$ cat config.mk
export PLATFORM = sky130hd
export DESIGN_NAME = cluster_collector
export DESIGN_NICKNAME = d
export VERILOG_FILES = /design/src/rtl/cluster_collector.sv
export SDC_FILE = /design/constraint.sdc
export NUM_CORES = 1
export LEC_CHECK = 0
export CAP_MARGIN = 20
export CORE_AREA = 4 4 172 174
export CTS_BUF_LIST = sky130_fd_sc_hd__clkbuf_2 sky130_fd_sc_hd__clkbuf_4 sky130_fd_sc_hd__clkbuf_8
export CTS_CLUSTER_SIZE = 30
export DETAILED_ROUTE_END_ITERATION = 7
export DIE_AREA = 0 0 176 178
export RECOVER_POWER = 50
export SLEW_MARGIN = 0
export SYNTH_ARGS = -nofsm -noshare
export SYNTH_HDL_FRONTEND = slang
export SYNTH_SLANG_ARGS = --single-unit
$ cat constraint.sdc
create_clock -name clock -period 2.6 [get_ports clock]
set_input_delay 0.52 -clock clock [delete_from_list [all_inputs] [get_ports clock]]
set_output_delay 0.52 -clock clock [all_outputs]
set_load 0.005 [all_outputs]
$ cat src/rtl/cluster_collector.sv
// Packs up to MXCLUSTERS encoder results from one bunch-crossing window into a parallel frame.
// Unused slots carry the empty-cluster code. Overflow flags clusters dropped once all slots are full. Assumes WINDOW >= 2.
module cluster_collector #(
   parameter int                MXCLUSTERS = 8,
   parameter int                WINDOW     = 4,
   parameter int                MXADRB     = 11,
   parameter int                MXCNTB     = 3,
   parameter logic [MXADRB-1:0] EMPTY_ADR  = MXADRB'(11'h7FE)
) (
   input  logic                                   clock,
   input  logic                                   global_reset,
   input  logic                                   frame_start,
   input  logic                                   cluster_found,
   input  logic [MXADRB-1:0]                      adr,
   input  logic [MXCNTB-1:0]                      cnt,
   output logic [MXCLUSTERS*(MXADRB+MXCNTB)-1:0]  clusters_out,
   output logic                                   clusters_valid,
   output logic [3:0]                             n_clusters,
   output logic                                   overflow
);
   localparam int SLOTW = MXADRB + MXCNTB;
   localparam int WCB   = (WINDOW > 1) ? $clog2(WINDOW) : 1;
   localparam int SIB   = $clog2(MXCLUSTERS + 1);
   localparam logic [SLOTW-1:0] EMPTY_SLOT = {{MXCNTB{1'b0}}, EMPTY_ADR};
   localparam logic [WCB-1:0]   WC_LAST    = WCB'(WINDOW - 1);
   localparam logic [SIB-1:0]   SI_FULL    = SIB'(MXCLUSTERS);

   typedef enum logic {IDLE, COLLECT} state_t;

   state_t           state, state_next;
   logic [WCB-1:0]   wc, wc_next;
   logic [SLOTW-1:0] work [MXCLUSTERS];
   logic [SLOTW-1:0] acc  [MXCLUSTERS];
   logic [SIB-1:0]   si, acc_si;
   logic             work_ovf, acc_ovf;
   logic             take, pub_early, pub_end;

   always_ff @(posedge clock) begin
      if (global_reset) begin
         state <= IDLE;
         wc    <= '0;
      end else begin
         state <= state_next;
         wc    <= wc_next;
      end
   end

   always_comb begin
      state_next = state;
      wc_next    = wc;
      unique case (state)
         IDLE: begin
            if (frame_start) begin
               state_next = COLLECT;
               wc_next    = WCB'(1);
            end
         end
         COLLECT: begin
            if (frame_start) begin
               wc_next = WCB'(1);
            end else if (wc == WC_LAST) begin
               state_next = IDLE;
               wc_next    = '0;
            end else begin
               wc_next = wc + 1'b1;
            end
         end
      endcase
   end

   // acc is the working frame after this cycle's sample; a frame_start restarts it from empty.
   always_comb begin
      // NOTE: every comb output gets a default first so no path can infer a latch.
      take      = frame_start || (state == COLLECT);
      pub_early = (state == COLLECT) && frame_start;
      pub_end   = (state == COLLECT) && !frame_start && (wc == WC_LAST);
      acc_si    = frame_start ? '0 : si;
      acc_ovf   = frame_start ? 1'b0 : work_ovf;
      for (int k = 0; k < MXCLUSTERS; k++) begin
         acc[k] = frame_start ? EMPTY_SLOT : work[k];
      end
      if (take && cluster_found) begin
         if (acc_si < SI_FULL) begin
            for (int k = 0; k < MXCLUSTERS; k++) begin
               if (SIB'(k) == acc_si) acc[k] = {cnt, adr};
            end
            acc_si = acc_si + 1'b1;
         end else begin
            acc_ovf = 1'b1;
         end
      end
   end

   always_ff @(posedge clock) begin
      if (global_reset) begin
         // NOTE: the slot storage is reset on purpose; unused slots must read as the empty code.
         for (int k = 0; k < MXCLUSTERS; k++) work[k] <= EMPTY_SLOT;
         si             <= '0;
         work_ovf       <= 1'b0;
         clusters_out   <= {MXCLUSTERS{EMPTY_SLOT}};
         clusters_valid <= 1'b0;
         n_clusters     <= 4'd0;
         overflow       <= 1'b0;
      end else begin
         clusters_valid <= pub_early || pub_end;
         if (pub_early) begin
            for (int k = 0; k < MXCLUSTERS; k++) clusters_out[k*SLOTW +: SLOTW] <= work[k];
            n_clusters <= 4'(si);
            overflow   <= work_ovf;
         end else if (pub_end) begin
            for (int k = 0; k < MXCLUSTERS; k++) clusters_out[k*SLOTW +: SLOTW] <= acc[k];
            n_clusters <= 4'(acc_si);
            overflow   <= acc_ovf;
         end
         if (pub_end) begin
            for (int k = 0; k < MXCLUSTERS; k++) work[k] <= EMPTY_SLOT;
            si       <= '0;
            work_ovf <= 1'b0;
         end else if (take) begin
            for (int k = 0; k < MXCLUSTERS; k++) work[k] <= acc[k];
            si       <= acc_si;
            work_ovf <= acc_ovf;
         end
      end
   end
endmodule

==> qor.yml, run 1 <==
global_route:
  grt_pass1_wl_mm: 56.4
  met1_usage: 0.314
  use_met2: 0.354
  grt_util_met3: 0.0524
  antenna_found_initial: 0
  grt.busiest_layer: "met2"
  grt_overflow: 0
  grt_start_max_net_pins: 83
  first_global_vias: 9698
  grt_usage: 0.227
sta:
  finalCritPeriodShare: 0.924
  setup_viol: 0
  drv_slew: 0
  fmax_mhz: 416
  rsz0062_at_grt: "no"
  hold_viol: 0
  tightest_slew_ns: 1.19
  fin_worst_skew_ns: 0.0166
  period_needed_ns: 2.40
  setup_tns_ns: 0
  relSlewSlack: 0.204
floorplanning:
  die-height_um: 178
  start_util: 0.400
  rows: 61
  coreArea_sq_um: 27800
  die_area_sq_um: 31300
  die-width_um: 176
  ios: 136
drt:
  dr.pass1.iters: 5
  ant_nets: 0
  wl_per_cell_um: 20.6
  drt-vias-per-instance: 5.77
  first_iter_violations: 921
  routed_wl_mm: 36.5
  via_count: 10200
  drc_errors: 0
placement:
  gp_congestion: 0.846
  hpwlAfterDp_mm: 23.5
  port_buffers: 135
  placedCellCount: 1692
setup_path:
  required_ns: 2.75
  startpoint_type: "register"
  criticalPathCategory: "reg -> reg"
  cp.arrival_ns: 2.55
  r2r_cells: 4
  path_max_fanout: 39
  cp-end-kind: "register"
clocking:
  postCtsSetupBuffers: 0
  h-tree-depth: 2
  clkTransAtPathRegs_ns: 0.06
  cts_resized: 0
  cts_hold_buf: 0
  clk_latency_ns: 0.55
  cts_tree: "built"
  cts_buffers: 42
  clock-root-buffer: "clkbuf_8"
  clk_path_buf_depth: 3
  cts.sinks: 238
logic_synthesis:
  synth_edf_count: 98
  ys_seq_area_frac: 0.517
  synthTopCellsByArea: "edfxtp_1 (26%), dfxtp_1 (25%), a21oi_1 (7.7%)"
  synth.top_cell.area_share: 0.265
  yosysUniqueCellTypes: 73
  netlist_area_sq_um: 11100
  synthTopCellsByCount: "a21oi_1 (170), o21ai_0 (147), dfxtp_1 (140), nor2_1 (111), edfxtp_1 (98)"
  synth_largest_area_cell: "edfxtp_1"
  syn_inst: 1214
  syn_avg_cell_area_sq_um: 9.16
  synth_seq_cells: 238
  synth_most_common_cell: "a21oi_1"
  syn_nets: 1233
  synthFlopType: "dfxtp_1"
  ys_async_sr_fraction: 0
  yosysWarnings: 0
outcome:
  status: "finished, final reports clean"
flow_run:
  cap_violations: 0
layout:
  ff_latch_area_sq_um: 5750
  n_antenna_cell: 0
  nFillCells: 2638
  drive_above_1_share: 0.123
  nets: 1378
  multi_input_area_sq_um: 4780
  syn_to_final_growth_pct: 25.7
  final_cells: 1771
  final_core_util: 0.503
power:
  worst_ir_drop_vdd_v: 0.000312
  power_leakage_nw: 4.82
  power_density_nw_per_um2: 629
min_path:
  holdPathStages: 2
  hold_class: "in -> reg"
[per-stage QoR]
stage                     cell area (sq um)  setup WS, ns  total power [mW]  hold WS [ns]
after floorplan                       11100         0.472              4.64         0.438
after global placement                13100        0.0708              5.10         0.458
after detailed placement              13100        0.0233              5.10         0.458
after CTS                             14000         0.268              8.89         0.351
after global routing                  14000        0.0688              9.13         0.374
final                                 14000         0.197              8.80         0.387
[cells by family (layout without fill, tap and decap cells)]
| kind of cell | after synthesis | count (layout) | synth area share |
|---|---|---|---|
| multiplexers | 21 | 21 | 0.0189 |
| adder cells (fa/ha/maj) | 1 | 1 | 0.00112 |
| AND/OR/NAND/NOR | 345 | 345 | 0.153 |
| buffers and inverters | 127 | 306 | 0.0531 |
| AO/OA/AOI/OAI | 479 | 479 | 0.255 |
| flip-flops | 238 | 238 | 0.517 |
| XOR/XNOR | 3 | 3 | 0.00236 |
[path summary, 6_finish.rpt]
path	startpoint	end	slack (ns)
worst max-delay path	state$_SDFF_PP0_	work[0][34]$_SDFFCE_PN1P_	0.20
worst min register to register	clusters_out[39]$_SDFFE_PP0P_	clusters_out[39]$_SDFFE_PP0P_	0.46
worst max register to register	state$_SDFF_PP0_	work[0][34]$_SDFFCE_PN1P_	0.20
worst min-delay path	global_reset	clusters_out[56]$_SDFFE_PP0P_	0.39
[power by group]
group | total, mW | leakage [nW] | internal [mW] | switching (mW)
clock | 3.80 | 0.497 | 2.22 | 1.58
combinational | 0.889 | 2.33 | 0.354 | 0.535
sequential | 4.11 | 2.00 | 4.02 | 0.0936
total | 8.80 | 4.82 | 6.59 | 2.21
[state kept, by name, summed over array words and instances (netlist names)]
signal / flops
clusters_out: 112
si: 4
overflow: 1
wc: 2
clusters_valid: 1
n_clusters: 4
work: 112
work_ovf: 1
state: 1
[per-layer routing]
metal,up-vias,routed length (um)
li1,4753,-
met1,4939,15800
met2,448,16600
met3,85,2940
met4,0,1210
met5,-,0
[cell usage in the layout, fill, tap and decap left out, types with 41 or more instances in the layout]
| cell type | instances |
|---|---|
| nor2_1 | 111 |
| nor3_1 | 41 |
| o21ai_0 | 148 |
| dfxtp_1 | 140 |
| edfxtp_1 | 98 |
| buf_4 | 69 |
| clkbuf_8 | 55 |
| nand2_1 | 87 |
| a21oi_1 | 170 |
| dlygate4sd3_1 | 97 |
[final cells by class]
cell class,instances,area share
clock buffers,70,0.0622
clock inverters,8,0.00519
inverters,7,0.00188
multi-input cells,849,0.342
flip-flops and latches,238,0.411
well taps,378,0.0338
repair buffers,221,0.144
[critical path, stage by stage (launching register included)]
cell	delay [ns]
dfxtp_1	0.48
clkbuf_1	0.27
nor3_1	0.11
inv_1	0.20
clkbuf_2	0.94
Note: power is estimated with default switching activity, not from simulation.
==> run 2, diff against run 1 <==
PLACE_DENSITY = 0.68   (was not set)
==> run 2 against run 1 <==
Utilization fell by 0.41 points. Clock skew up 0.0075 ns. Total power shrank 3.6%. Critical path depth is 1 higher. Worst setup slack improved by 0.10 ns. Design area shrank 0.82%. Die area unchanged. Via count rose by 0.98%. Sequential share of layout area is 0.34 points higher. Cell count shrank 0.68%. Sequential power is essentially flat. Fmax grew 4.5%. Critical path type unchanged. Largest cell class unchanged. Largest power group unchanged.
==> qor.yml, run 2 (synthesis results as in run 1) <==
sta:
  relSlewSlack: 0.336  # +0.132
  period_needed_ns: 2.30  # -0.104 ns
  rsz0062_at_grt: "no"
  tightest_slew_ns: 0.997  # -0.198 ns
  hold_viol: 0  # unchanged
  drv_slew: 0  # unchanged
  finalCritPeriodShare: 0.884  # -0.0401
  fmax_mhz: 435  # +4.5%
  fin_worst_skew_ns: 0.0240  # +0.00747 ns
  setup_viol: 0  # unchanged
  setup_tns_ns: 0  # unchanged
  holdWs_ns: 0.327  # -0.0600 ns
floorplanning:
  die-width_um: 176  # unchanged
  die-height_um: 178  # unchanged
  start_util: 0.400  # unchanged
  die_area_sq_um: 31300  # unchanged
  ios: 136  # unchanged
  rows: 61  # unchanged
  coreArea_sq_um: 27800  # unchanged
flow_run:
  cap_violations: 0  # unchanged
layout:
  reg.largest.list: "clusters_out: 112 flops, work: 112 flops"
  nFillCells: 2616  # -0.83%
  final_common_cell: "a21oi_1"
  nets: 1369  # -0.65%
  drive_above_1_share: 0.118  # -0.00473
  mostFrequentLayoutCells: "a21oi_1 (170), o21ai_0 (148), dfxtp_1 (140)"
  n_antenna_cell: 0  # unchanged
  multi_input_area_sq_um: 4790  # +0.16%
  syn_to_final_growth_pct: 24.7
  final_core_util: 0.499  # -0.00414
  ff_latch_area_sq_um: 5750  # unchanged
  design_area_sq_um: 13900  # -0.82%
power:
  pwr-share-clk: 0.411  # -0.021
  worst_ir_drop_vdd_v: 0.000342  # +9.4%
  switchingPower_mw: 2.17  # -1.9%
  swShare: 0.256  # +0.00445
  power.internal_mw: 6.31  # -4.2%
  power_density_nw_per_um2: 612  # -2.8%
  power_leakage_nw: 4.76  # -1.3%
  p_seq_frac: 0.485  # +0.018
  combPwrFrac: 0.105  # +0.004
drt:
  drt-vias-per-instance: 5.87  # +1.7%
  dr.pass1.iters: 5  # unchanged
  routed_wl_mm: 36.0  # -1.6%
  drc_errors: 0  # unchanged
  ant_nets: 0  # unchanged
  first_iter_violations: 1149  # +25%
  wl_per_cell_um: 20.4  # -0.88%
  via_count: 10300  # +0.98%
setup_path:
  cp.arrival_ns: 2.72  # +0.17 ns
  timing.reg2reg.setup_slack_ns: 0.30  # +0.10 ns
  path_max_fanout: 14  # -64%
  required_ns: 3.02  # +0.27 ns
  cp-end-kind: "register"
  cp_cell_sequence: "clkbuf_1, nor2_1, nand2_1, a31oi_1, a22oi_1"
  cpPeakStageDelay_ns: 0.52  # -0.42 ns
  startpoint_type: "register"
  criticalPathCategory: "reg -> reg"
  crit_slowest_cell: "nor2_1"
global_route:
  first_global_vias: 9710  # +0.12%
  antenna_found_initial: 0  # unchanged
  grt_start_max_net_pins: 64  # -23%
  grt_usage: 0.222  # -0.00499
  grt_overflow: 0  # unchanged
  grt_pass1_wl_mm: 55.9  # -1.0%
clocking:
  cts_hold_buf: 0  # unchanged
  clk_path_buf_depth: 3  # unchanged
  cts.sinks: 238  # unchanged
  clkTransAtPathRegs_ns: 0.06  # about the same
  postCtsSetupBuffers: 0  # unchanged
  cts_tree: "built"
  clock-root-buffer: "clkbuf_8"
  cts_buffers: 41  # -2.4%
  cts_resized: 0  # unchanged
  clk_latency_ns: 0.55  # about the same
  h-tree-depth: 2  # unchanged
placement:
  gp_congestion: 0.877  # +3.8%
  hpwlAfterDp_mm: 23.8  # +1.1%
  port_buffers: 135  # unchanged
  post_dp_cell_area_sq_um: 13100  # about the same
min_path:
  hold_class: "in -> reg"
outcome:
  status: "finished, final reports clean"
==> run 2: changes by cell type in the layout (fill, tap and decap cells not counted), sizes merged <==
cell / previous run / this run
clkinv: 4 / 5
buf: 74 / 70
inv: 8 / 9
bufinv: 1 / 0
clkbuf: 84 / 76
dlygate4sd3: 97 / 105
clkdlybuf4s50: 36 / 28
clkinvlp: 2 / 1
==> run 2: worst paths after layout <==
| kind | startpoint | end | cells after the start |
|---|---|---|---|
| worst max-delay path | si[2]$_SDFFE_PP0N_ | clusters_out[6]$_SDFFE_PP1P_ | 5 |
| worst min register to register | clusters_out[39]$_SDFFE_PP0P_ | clusters_out[39]$_SDFFE_PP0P_ | 2 |
| worst max register to register | si[2]$_SDFFE_PP0N_ | clusters_out[6]$_SDFFE_PP1P_ | 5 |
| worst min-delay path | global_reset | clusters_out[69]$_SDFFE_PP0P_ | 2 |
==> run 2: critical path: cells and delay by family (launching register included) <==
kind	cells	cell delay [ns]
compound gates	2	0.46
buf+inv	1	0.26
flops	1	0.49
simple gates	2	0.96
==> run 2: cell type report <==
class / count / share of cell area
sequential: 238 / 0.414
multi-input combinational: 849 / 0.345
timing repair buffer: 213 / 0.144
clock buffer: 66 / 0.0574
tap: 378 / 0.0341
clock inverter: 8 / 0.00334
inverter: 7 / 0.00189
==> run 2: layer usage <==
layer / vias up / global-route usage / wire length, um
li1: 4738 / - / -
met1: 5028 / 0.306 / 15200
met2: 492 / 0.360 / 17100
met3: 67 / 0.0367 / 2730
met4: 0 / 0.0705 / 959
met5: - / 0 / 0
==> run 2: through the flow <==
| stage | std cells | setup WS (ns) | total power, mW |
|---|---|---|---|
| finish | 1759 | 0.301 | 8.48 |
| global route | 1759 | 0.0816 | 8.79 |
| global placement | 1684 | 0.0908 | 5.09 |
| CTS | 1759 | 0.387 | 8.56 |
| detailed placement | 1685 | 0.0540 | 5.10 |
| floorplan | 1214 | 0.472 | 4.64 |
==> run 2: power groups by stage <==
stage | clock network [mW] | registers, mW | logic (mW)
finish | 3.48 | 4.11 | 0.889
floorplan | 0 | 4.17 | 0.479
global route | 3.71 | 4.12 | 0.959
global placement | 0 | 4.19 | 0.903
detailed placement | 0 | 4.19 | 0.913
CTS | 3.53 | 4.11 | 0.917
==> run 3, diff against run 2 <==
clock period = 2.8 ns   (was 2.6 ns; I/O delays follow)
==> run 3 against run 2 <==
Routed wire length increased by 0.43%. First-iteration DRC count is 30% higher. Fmax decreased by 10%. Combinational power decreased by 9.8%. Sequential power decreased by 7.1%. Count of clock-buffer cells in the layout increased by 6. Flip-flop and latch count stayed put. Utilization decreased by 0.24 points. Via count shrank 1.0%. Largest power group unchanged.
==> qor.yml, run 3 (synthesis results as in run 1) <==
outcome:
  status: "finished, final reports clean"
setup_path:
  worstSetupEndpoint: "work[0][19]$_SDFFCE_PN1P_"
  cp-end-kind: "register"
  timing.reg2reg.setup_slack_ns: 0.23  # -0.07 ns
  cp.arrival_ns: 2.84  # +0.12 ns
  setup.worst_path.start: "wc[0]$_SDFFE_PP0N_"
  r2r_cells: 7  # +2
  startpoint_type: "register"
  criticalPathCategory: "reg -> reg"
  path_max_fanout: 32  # +18
  required_ns: 3.08  # +0.06 ns
  regToRegStartpoint: "wc[0]$_SDFFE_PP0N_"
  rr_endpoint: "work[0][19]$_SDFFCE_PN1P_"
layout:
  drive_above_1_share: 0.113  # -0.00458
  nets: 1360  # -0.66%
  final_common_cell: "a21oi_1"
  final_core_util: 0.497  # -0.00243
  reg.largest.list: "clusters_out: 112 flops, work: 112 flops"
  syn_to_final_growth_pct: 24.1
  final_cells: 1753  # -0.34%
  n_antenna_cell: 0  # unchanged
  mostFrequentLayoutCells: "a21oi_1 (170), o21ai_0 (147), dfxtp_1 (140)"
global_route:
  antenna_found_initial: 0  # unchanged
  grt_overflow: 0  # unchanged
  grt_usage: 0.225  # +0.00246
  grt_pass1_wl_mm: 56.2  # +0.63%
  grt_start_max_net_pins: 61  # -4.7%
  first_global_vias: 9830  # +1.2%
clocking:
  h-tree-depth: 2  # unchanged
  postCtsSetupBuffers: 0  # unchanged
  clk_path_buf_depth: 3  # unchanged
  clkTransAtPathRegs_ns: 0.06  # about the same
  cts_tree: "built"
  cts_resized: 0  # unchanged
  clk_latency_ns: 0.57  # +0.02 ns
  cts.sinks: 238  # unchanged
  cts_hold_buf: 0  # unchanged
  clock-root-buffer: "clkbuf_8"
  cts_buffers: 42  # +2.4%
sta:
  relSlewSlack: 0.0429  # -0.293
  fmax_mhz: 390  # -10%
  drv_slew: 0  # unchanged
  finalCritPeriodShare: 0.917  # +0.0327
  holdWs_ns: 0.467  # +0.140 ns
  hold_viol: 0  # unchanged
  tightest_slew_ns: 1.44  # +0.439 ns
  setup_viol: 0  # unchanged
  period_needed_ns: 2.57  # +0.268 ns
  setup_tns_ns: 0  # unchanged
  rsz0062_at_grt: "no"
  fin_worst_skew_ns: 0.0326  # +0.00856 ns
floorplanning:
  start_util: 0.400  # unchanged
  die-width_um: 176  # unchanged
  ios: 136  # unchanged
  die-height_um: 178  # unchanged
  coreArea_sq_um: 27800  # unchanged
  die_area_sq_um: 31300  # unchanged
  rows: 61  # unchanged
placement:
  gp_congestion: 0.879  # +0.18%
  hpwlAfterDp_mm: 23.4  # -1.7%
  port_buffers: 135  # unchanged
  placedCellCount: 1674  # -0.65%
drt:
  ant_nets: 0  # unchanged
  via_count: 10200  # -1.0%
  drt-vias-per-instance: 5.83  # -0.66%
  drc_errors: 0  # unchanged
  dr.pass1.iters: 7  # +2
  wl_per_cell_um: 20.6  # +0.77%
  first_iter_violations: 1493  # +30%
  routed_wl_mm: 36.1  # +0.43%
power:
  power_leakage_nw: 4.71  # -0.95%
  finalPower_mw: 7.96  # -6.2%
  power_density_nw_per_um2: 577  # -5.7%
  worst_ir_drop_vdd_v: 0.000298  # -13%
min_path:
  hold_class: "reg -> reg"
  holdCritStartpoint: "clusters_out[44]$_SDFFE_PP1P_"
flow_run:
  cap_violations: 0  # unchanged
## run 3: layer usage
metal,wire [um],part of all wire,track usage
met3,2730,0.076,0.0326
met1,15400,0.43,0.308
met2,17000,0.47,0.365
met4,1020,0.028,0.0783
met5,0,0,0
## run 3: metrics by stage
stage	setup WS (ns)	instance area, sq um
after detailed placement	0.148	13000
after global placement	0.148	13000
after global routing	0.134	13800
after CTS	0.307	13800
final	0.233	13800
after floorplan	0.632	11100
## run 3: worst min path at each step
stage	slack, ns	cells after the start	to
after floorplan	0.44	2	work_ovf$_SDFFE_PP0N_
after global placement	0.45	2	clusters_out[76]$_SDFFE_PP1P_
after detailed placement	0.46	2	clusters_out[74]$_SDFFE_PP1P_
after CTS	0.47	2	clusters_out[74]$_SDFFE_PP1P_
after global routing	0.49	1	work[0][0]$_SDFFE_PP0P_
final	0.47	2	clusters_out[44]$_SDFFE_PP1P_
## run 3: worst max-delay path: stages (launching register included)
cell,delay (ns)
dfxtp_1,0.33
ha_1,0.25
buf_4,0.19
nand2b_1,0.19
a21o_1,0.23
inv_1,0.43
clkbuf_4,0.54
nand2_1,0.12
## run 3: cell type report
cell class                      instances  area (sq um)
Fill cell                            2646         14000
Sequential cell                       238          5750
Multi-Input combinational cell        849          4790
Timing Repair Buffer                  203          1880
Clock buffer                           72           847
Tap cell                              378           473
Clock inverter                          6          36.3
Inverter                                7          26.3
## run 3: power by group
group / switching [mW] / total (mW) / internal (mW)
clock network: 1.43 / 3.33 / 1.90
logic: 0.490 / 0.802 / 0.312
registers: 0.0920 / 3.82 / 3.73
total: 2.01 / 7.96 / 5.94
